[config.mk]
export PLATFORM = sky130hd
export DESIGN_NAME = idecode_stage
export DESIGN_NICKNAME = d
export VERILOG_FILES = /design/src/rtl/idecode_stage_pkg.sv /design/src/rtl/id_regfile.sv /design/src/rtl/idecode_stage.sv
export SDC_FILE = /design/constraint.sdc
export NUM_CORES = 2
export LEC_CHECK = 0
export CORE_UTILIZATION = 55
export CTS_CLUSTER_DIAMETER = 100
export CTS_CLUSTER_SIZE = 40
export DETAILED_ROUTE_END_ITERATION = 10
export PLACE_DENSITY = 0.73
export SKIP_LAST_GASP = 1
export SYNTH_ARGS = -nofsm -noshare
export SYNTH_HDL_FRONTEND = slang
export SYNTH_SLANG_ARGS = --single-unit
export TNS_END_PERCENT = 20
[constraint.sdc]
create_clock -name clk -period 2.5 [get_ports clk]
set_clock_uncertainty 0.05 [all_clocks]
set_input_delay 0.25 -clock clk [delete_from_list [all_inputs] [get_ports clk]]
set_output_delay 0.25 -clock clk [all_outputs]
set_load 0.005 [all_outputs]
[src/rtl/idecode_stage_pkg.sv]
// Shared definitions for the ID stage: widths, opcodes, ALU op codes and
// the control bundles that travel down the pipeline.
// Optional feature macro used by the register file: IDECODE_RF_BYPASS_EN.
package idecode_stage_pkg;

    localparam int unsigned DATA_W     = 32;
    localparam int unsigned REG_ADDR_W = 5;
    localparam int unsigned NUM_REGS   = 32;
    localparam int unsigned OPCODE_W   = 6;
    localparam int unsigned IMM_W      = 16;

    typedef logic [OPCODE_W-1:0] opcode_t;

    localparam opcode_t OP_RTYPE = 6'h00;
    localparam opcode_t OP_LW    = 6'h23;
    localparam opcode_t OP_SW    = 6'h2B;
    localparam opcode_t OP_BEQ   = 6'h04;

    typedef enum logic [1:0] {
        ALUOP_ADD   = 2'b00,
        ALUOP_SUB   = 2'b01,
        ALUOP_FUNCT = 2'b10
    } aluop_t;

    // Write-back stage control: {regwrite, memtoreg}
    typedef struct packed {
        logic regwrite;
        logic memtoreg;
    } wb_ctl_t;

    // Memory stage control: {branch, memread, memwrite}
    typedef struct packed {
        logic branch;
        logic memread;
        logic memwrite;
    } m_ctl_t;

endpackage

[src/rtl/id_regfile.sv]
// id_regfile: register file, 2 combinational read ports, 1 write port.
// Ports:
//   clk, rst_n           clock, async active-low clear of every entry
//   we, waddr, wdata     write port (writes to entry 0 are dropped)
//   raddr1, raddr2       read addresses
//   rdata1_c, rdata2_c   combinational read data (entry 0 reads as 0)
// Macro IDECODE_RF_BYPASS_EN: when defined, a read of the register being
// written this cycle returns the write data (write-through).
module id_regfile
    import idecode_stage_pkg::*;
#(
    parameter int unsigned DW    = DATA_W,
    parameter int unsigned AW    = REG_ADDR_W,
    parameter int unsigned DEPTH = NUM_REGS
) (
    input  logic          clk,
    input  logic          rst_n,
    input  logic          we,
    input  logic [AW-1:0] waddr,
    input  logic [DW-1:0] wdata,
    input  logic [AW-1:0] raddr1,
    input  logic [AW-1:0] raddr2,
    output logic [DW-1:0] rdata1_c,
    output logic [DW-1:0] rdata2_c
);

    logic [DW-1:0] mem [DEPTH];
    logic          wr_en;

    assign wr_en = we && (waddr != '0);

    // Storage: cleared on reset, entry 0 never written
    always_ff @(posedge clk or negedge rst_n) begin
        if (!rst_n) begin
            for (int i = 0; i < int'(DEPTH); i++) begin
                mem[i] <= '0;
            end
        end else if (wr_en) begin
            mem[waddr] <= wdata;
        end
    end

    // Read ports
    always_comb begin
        rdata1_c = (raddr1 == '0) ? '0 : mem[raddr1];
        rdata2_c = (raddr2 == '0) ? '0 : mem[raddr2];
`ifdef IDECODE_RF_BYPASS_EN
        if (wr_en && (waddr == raddr1)) rdata1_c = wdata;
        if (wr_en && (waddr == raddr2)) rdata2_c = wdata;
`endif
    end

endmodule

[src/rtl/idecode_stage.sv]
// idecode_stage: MIPS-style instruction-decode stage feeding ID/EX.
// Decodes the opcode into WB/M/EX control, reads rs/rt from the register
// file, sign-extends imm16 and registers everything into ID/EX.
// Ports:
//   clk, rst_n                      clock, async active-low reset
//   IF_ID_instr, IF_ID_npc          instruction and PC+4 from IF/ID
//   MEM_WB_rd, MEM_WB_regwrite,
//   WB_mux5_writedata               write-back port from MEM/WB
//   wb_ctlout, m_ctlout, regdst,
//   alusrc, aluop                   registered control
//   npcout, rdata1out, rdata2out,
//   s_extendout, instrout_2016,
//   instrout_1511                   registered datapath fields
// Macro IDECODE_RF_BYPASS_EN: register-file write-through on same-cycle
// read of the register being written.
module idecode_stage
    import idecode_stage_pkg::*;
(
    input  logic                  clk,
    input  logic                  rst_n,
    input  logic [DATA_W-1:0]     IF_ID_instr,
    input  logic [DATA_W-1:0]     IF_ID_npc,
    input  logic [REG_ADDR_W-1:0] MEM_WB_rd,
    input  logic                  MEM_WB_regwrite,
    input  logic [DATA_W-1:0]     WB_mux5_writedata,
    output logic [1:0]            wb_ctlout,
    output logic [2:0]            m_ctlout,
    output logic                  regdst,
    output logic                  alusrc,
    output logic [1:0]            aluop,
    output logic [DATA_W-1:0]     npcout,
    output logic [DATA_W-1:0]     rdata1out,
    output logic [DATA_W-1:0]     rdata2out,
    output logic [DATA_W-1:0]     s_extendout,
    output logic [REG_ADDR_W-1:0] instrout_2016,
    output logic [REG_ADDR_W-1:0] instrout_1511
);

    opcode_t               opcode;
    logic [REG_ADDR_W-1:0] rs;
    logic [REG_ADDR_W-1:0] rt;
    logic [REG_ADDR_W-1:0] rd;
    logic [IMM_W-1:0]      imm;

    assign opcode = IF_ID_instr[31:26];
    assign rs     = IF_ID_instr[25:21];
    assign rt     = IF_ID_instr[20:16];
    assign rd     = IF_ID_instr[15:11];
    assign imm    = IF_ID_instr[15:0];

    logic [DATA_W-1:0] rdata1_c;
    logic [DATA_W-1:0] rdata2_c;

    id_regfile #(
        .DW    (DATA_W),
        .AW    (REG_ADDR_W),
        .DEPTH (NUM_REGS)
    ) u_regfile (
        .clk      (clk),
        .rst_n    (rst_n),
        .we       (MEM_WB_regwrite),
        .waddr    (MEM_WB_rd),
        .wdata    (WB_mux5_writedata),
        .raddr1   (rs),
        .raddr2   (rt),
        .rdata1_c (rdata1_c),
        .rdata2_c (rdata2_c)
    );

    wb_ctl_t           wb_d;
    m_ctl_t            m_d;
    logic              regdst_d;
    logic              alusrc_d;
    aluop_t            aluop_d;
    logic [DATA_W-1:0] sext_d;

    // Control decode; unknown opcodes become a bubble
    always_comb begin
        wb_d     = '0;
        m_d      = '0;
        regdst_d = 1'b0;
        alusrc_d = 1'b0;
        aluop_d  = ALUOP_ADD;
        case (opcode)
            OP_RTYPE: begin
                regdst_d    = 1'b1;
                aluop_d     = ALUOP_FUNCT;
                wb_d.regwrite = 1'b1;
            end
            OP_LW: begin
                alusrc_d      = 1'b1;
                wb_d.regwrite = 1'b1;
                wb_d.memtoreg = 1'b1;
                m_d.memread   = 1'b1;
            end
            OP_SW: begin
                alusrc_d     = 1'b1;
                m_d.memwrite = 1'b1;
            end
            OP_BEQ: begin
                aluop_d    = ALUOP_SUB;
                m_d.branch = 1'b1;
            end
            default: ;
        endcase
    end

    // Sign extension of imm16
    assign sext_d = {{(DATA_W-IMM_W){imm[IMM_W-1]}}, imm};

    // ID/EX pipeline register
    always_ff @(posedge clk or negedge rst_n) begin
        if (!rst_n) begin
            wb_ctlout     <= '0;
            m_ctlout      <= '0;
            regdst        <= 1'b0;
            alusrc        <= 1'b0;
            aluop         <= '0;
            npcout        <= '0;
            rdata1out     <= '0;
            rdata2out     <= '0;
            s_extendout   <= '0;
            instrout_2016 <= '0;
            instrout_1511 <= '0;
        end else begin
            wb_ctlout     <= wb_d;
            m_ctlout      <= m_d;
            regdst        <= regdst_d;
            alusrc        <= alusrc_d;
            aluop         <= aluop_d;
            npcout        <= IF_ID_npc;
            rdata1out     <= rdata1_c;
            rdata2out     <= rdata2_c;
            s_extendout   <= sext_d;
            instrout_2016 <= rt;
            instrout_1511 <= rd;
        end
    end

endmodule

==> results.py <==
metrics = {
    "timing": {
        "layout_setup_ws_ps": 249,
        "slew_violations": 0,
        "grt_setup_unrepaired": "false",
        "final.setup.tns_ps": 0,
        "worst_pin_slew_ps": 1010,
        "maxSlewHeadroom_pct": 32.2,
        "setup_viol": 0,
        "period_needed_ps": 2250,
        "hold_viol_final": 0,
        "max_freq_mhz": 444,
        "fin_crit_sh_pct": 90.0,
    },
    "power_and_ir_drop": {
        "ir_worst_vdd_mv": 0.505,
        "p_int_w": 0.0315,
        "p_sw_share_pct": 29.0,
        "clkPwrFrac_pct": 21.8,
        "p_switching_w": 0.0129,
        "power_density_nw_per_um2": 672,
        "power_frac_comb_pct": 23.2,
        "seq_power_share_pct": 55.0,
        "p_leak_nw": 28.8,
    },
    "die": {
        "pin_count": 251,
        "core.rowCount": 119,
        "core_area_sq_um": 105000,
        "die_h_um": 328,
        "die-area_sq_um": 107000,
        "start_util_pct": 55.4,
        "die_w_um": 328,
    },
    "detailed_routing": {
        "first_pass_iters": 8,
        "highest_layer": "met5",
        "dr_wl_met2_mm": 81.6,
        "wirelength_mm": 175,
        "route.detailed.drc": 4,
        "postRouteAntennaNets": 0,
        "avgRoutedWirePerCell_um": 31.7,
        "vias_per_cell": 6.90,
        "wl_met3_mm": 15.6,
        "vias": 38200,
        "wl_met1_mm": 72.1,
        "drt_iter0_drc": 4215,
    },
    "setup_path": {
        "cp.arrival_ps": 2730,
        "critPathLaunchType": "input port",
        "cp_max_fo": 22,
        "path_delay_family": "buffers and inverters",
        "ff2ff_setup_slack_ps": 520,
        "worst-path-buf-inv": 4,
        "critPathKind": "input port to flip-flop",
        "crit_slowest_cell": "dlygate4sd3_1",
        "crit_path_end_kind": "flip-flop",
        "max_stage_delay_ps": 570,
        "r2r_end": "rdata1out[4]",
        "r2r_start": "u_regfile.mem[516]",
        "crit_chain": "dlygate4sd3_1, buf_8, buf_12, buf_4, mux4_2, a221oi_2, a211oi_1",
        "crit_required_ps": 2980,
        "r2r_cells": 4,
    },
    "synthesis": {
        "synthesis.nets": 4041,
        "syn_area_sq_um": 58400,
        "synth_cell_types": 45,
        "synth_edf_count": 0,
        "yosysWarnings": 0,
        "ys_ff_latch": 1148,
        "avgSynthCellArea_sq_um": 14.8,
        "synthCells": 3937,
        "synth_ff_type": "dfrtp_1",
        "yosysSeqAreaShare_pct": 49.2,
        "async_flop_share_pct": 100,
    },
    "clock_network": {
        "clk_path_buf_depth": 3,
        "htree_num_levels": 2,
        "cts_tree": "done",
        "cts-root-buf": "clkbuf_16",
        "cts_sinks": 1148,
        "clk_latency_ps": 700,
        "cts_buffers": 40,
        "cts_setup_buffers": 0,
        "clk_pin_slew_worst_paths_ps": 130,
    },
    "run_status": {
        "violations": "design-rule violations",
        "status": "finished with violations",
    },
    "run": {
        "max_cap_viol_count": 0,
    },
    "final_layout": {
        "register_area_sq_um": 28700,
        "multiInputGateArea_sq_um": 27500,
        "nets": 4213,
        "area_growth_pct": 13.0,
        "n_fill_cell": 7805,
        "postLayoutCoreUtil_pct": 62.6,
        "drive_above_1_share_pct": 44.0,
    },
    "grt": {
        "grt_pass1_vias": 38300,
        "antenna_found_initial": 3,
        "grt_first_pass_wirelength_mm": 259,
        "track_usage_pct": 32.8,
        "grt_max_degree": 115,
        "gr-total-overflow": 0,
    },
    "hold_path": {
        "min_path_type": "input port to flip-flop",
        "hold_depth": 2,
        "hp-start": "IF_ID_instr[17]",
        "min_to": "instrout_2016[1]",
    },
    "place": {
        "io_buffers": 250,
        "hpwl_mm": 106,
        "post-place-ws_ps": -104,
        "gp_congestion": 0.840,
    },
}
[sequential cells by signal, indices dropped and copies added, names as in the netlist]
register / flops
wb_ctlout: 1
m_ctlout: 2
npcout: 32
aluop: 2
alusrc: 1
rdata2out: 32
s_extendout: 11
instrout_1511: 5
rdata1out: 32
u_regfile.mem: 1024
regdst: 1
instrout_2016: 5
[per-layer routing]
metal,GRT usage [%],vias to the layer above
li1,-,15400
met1,47.4,20500
met2,50.7,1926
met3,5.82,339
met4,10.8,2
met5,0,-
[layout make-up]
cell class | instances | share of cell area [%]
clock inverter | 24 | 0.453
sequential | 1148 | 43.6
clock buffer | 45 | 1.62
timing repair buffer | 589 | 10.0
inverter | 3 | 0.0209
multi-input combinational | 2327 | 41.7
tap | 1391 | 2.64
antenna | 3 | 0.0114
[power groups by stage]
stage	Sequential [W]	Combinational (W)	Clock (W)
floorplan	0.0238	0.00728	0
global placement	0.0245	0.00987	0
detailed placement	0.0246	0.0101	0
CTS	0.0243	0.0103	0.00982
global route	0.0247	0.0110	0.0104
finish	0.0244	0.0103	0.00966
[cell usage after synthesis (31+ instances only)]
cell type     n  area, sq um
nor2b_1      37          231
o21ai_0      50          250
nand4_1      32          200
buf_4        76          571
a211oi_1     64          480
buf_2       125          626
dfrtp_1    1148        28700
mux2i_1     320         3200
a21oi_1      32          160
mux4_2      329         7410
a311oi_1     32          280
nand2_1     101          379
a22oi_1      64          480
clkbuf_1    212          796
o221ai_1     64          561
a221oi_2     31          465
mux2_2     1040        11700
[cell usage in the layout (no fill, tap or decap), drive strengths merged, types with 45 or more instances in the layout]
| cell type | synthesis | routed |
|---|---|---|
| mux4 | 352 | 352 |
| a211oi | 64 | 64 |
| nand2 | 101 | 101 |
| a22oi | 64 | 64 |
| a221oi | 54 | 54 |
| mux2i | 320 | 320 |
| dlygate4sd3 | 0 | 51 |
| clkbuf | 213 | 45 |
| buf | 246 | 299 |
| clkdlybuf4s50 | 0 | 239 |
| o221ai | 64 | 64 |
| mux2 | 1056 | 1056 |
| o21ai | 54 | 54 |
| dfrtp | 1148 | 1148 |
[metrics by stage]
step                      hold slack, ps  instance area [sq um]  cells  power (W)
after floorplan                    -95.6                  58400   3937     0.0311
after global placement               122                  64000   5406     0.0343
after detailed placement             121                  64000   5406     0.0348
after CTS                           18.9                  65900   5527     0.0443
after global routing                25.7                  65900   5528     0.0461
final                               51.4                  65900   5530     0.0443
[logic make-up (layout without fill, tap and decap cells)]
logic type	after synthesis	in the layout	share of synthesized area [%]
AND/OR/NAND/NOR	225	225	1.98
other	0	3	0
multiplexers	1728	1728	39.6
AO/OA/AOI/OAI	374	374	5.12
flip-flops	1148	1148	49.2
buffers and inverters	462	661	4.08
[repair_timing]
item                                    in CTS  in global routing
gates resized for setup                      0                  0
endpoints found under the setup margin       0                  0
hold buffers                                52                  0
endpoints found under the hold margin      579                  0
[how the worst max path moves through the flow]
stage | endpoint | cells after the start | startpoint
finish | rdata2out[16] | 7 | IF_ID_instr[16]
global placement | u_regfile.mem[442] | 5 | MEM_WB_rd[3]
detailed placement | u_regfile.mem[444] | 5 | MEM_WB_rd[3]
floorplan | rdata2out[20] | 6 | IF_ID_instr[16]
global route | rdata2out[31] | 7 | IF_ID_instr[16]
CTS | s_extendout[31] | 1 | instrout_1511[4]
Power figures use the tool's default switching activity.
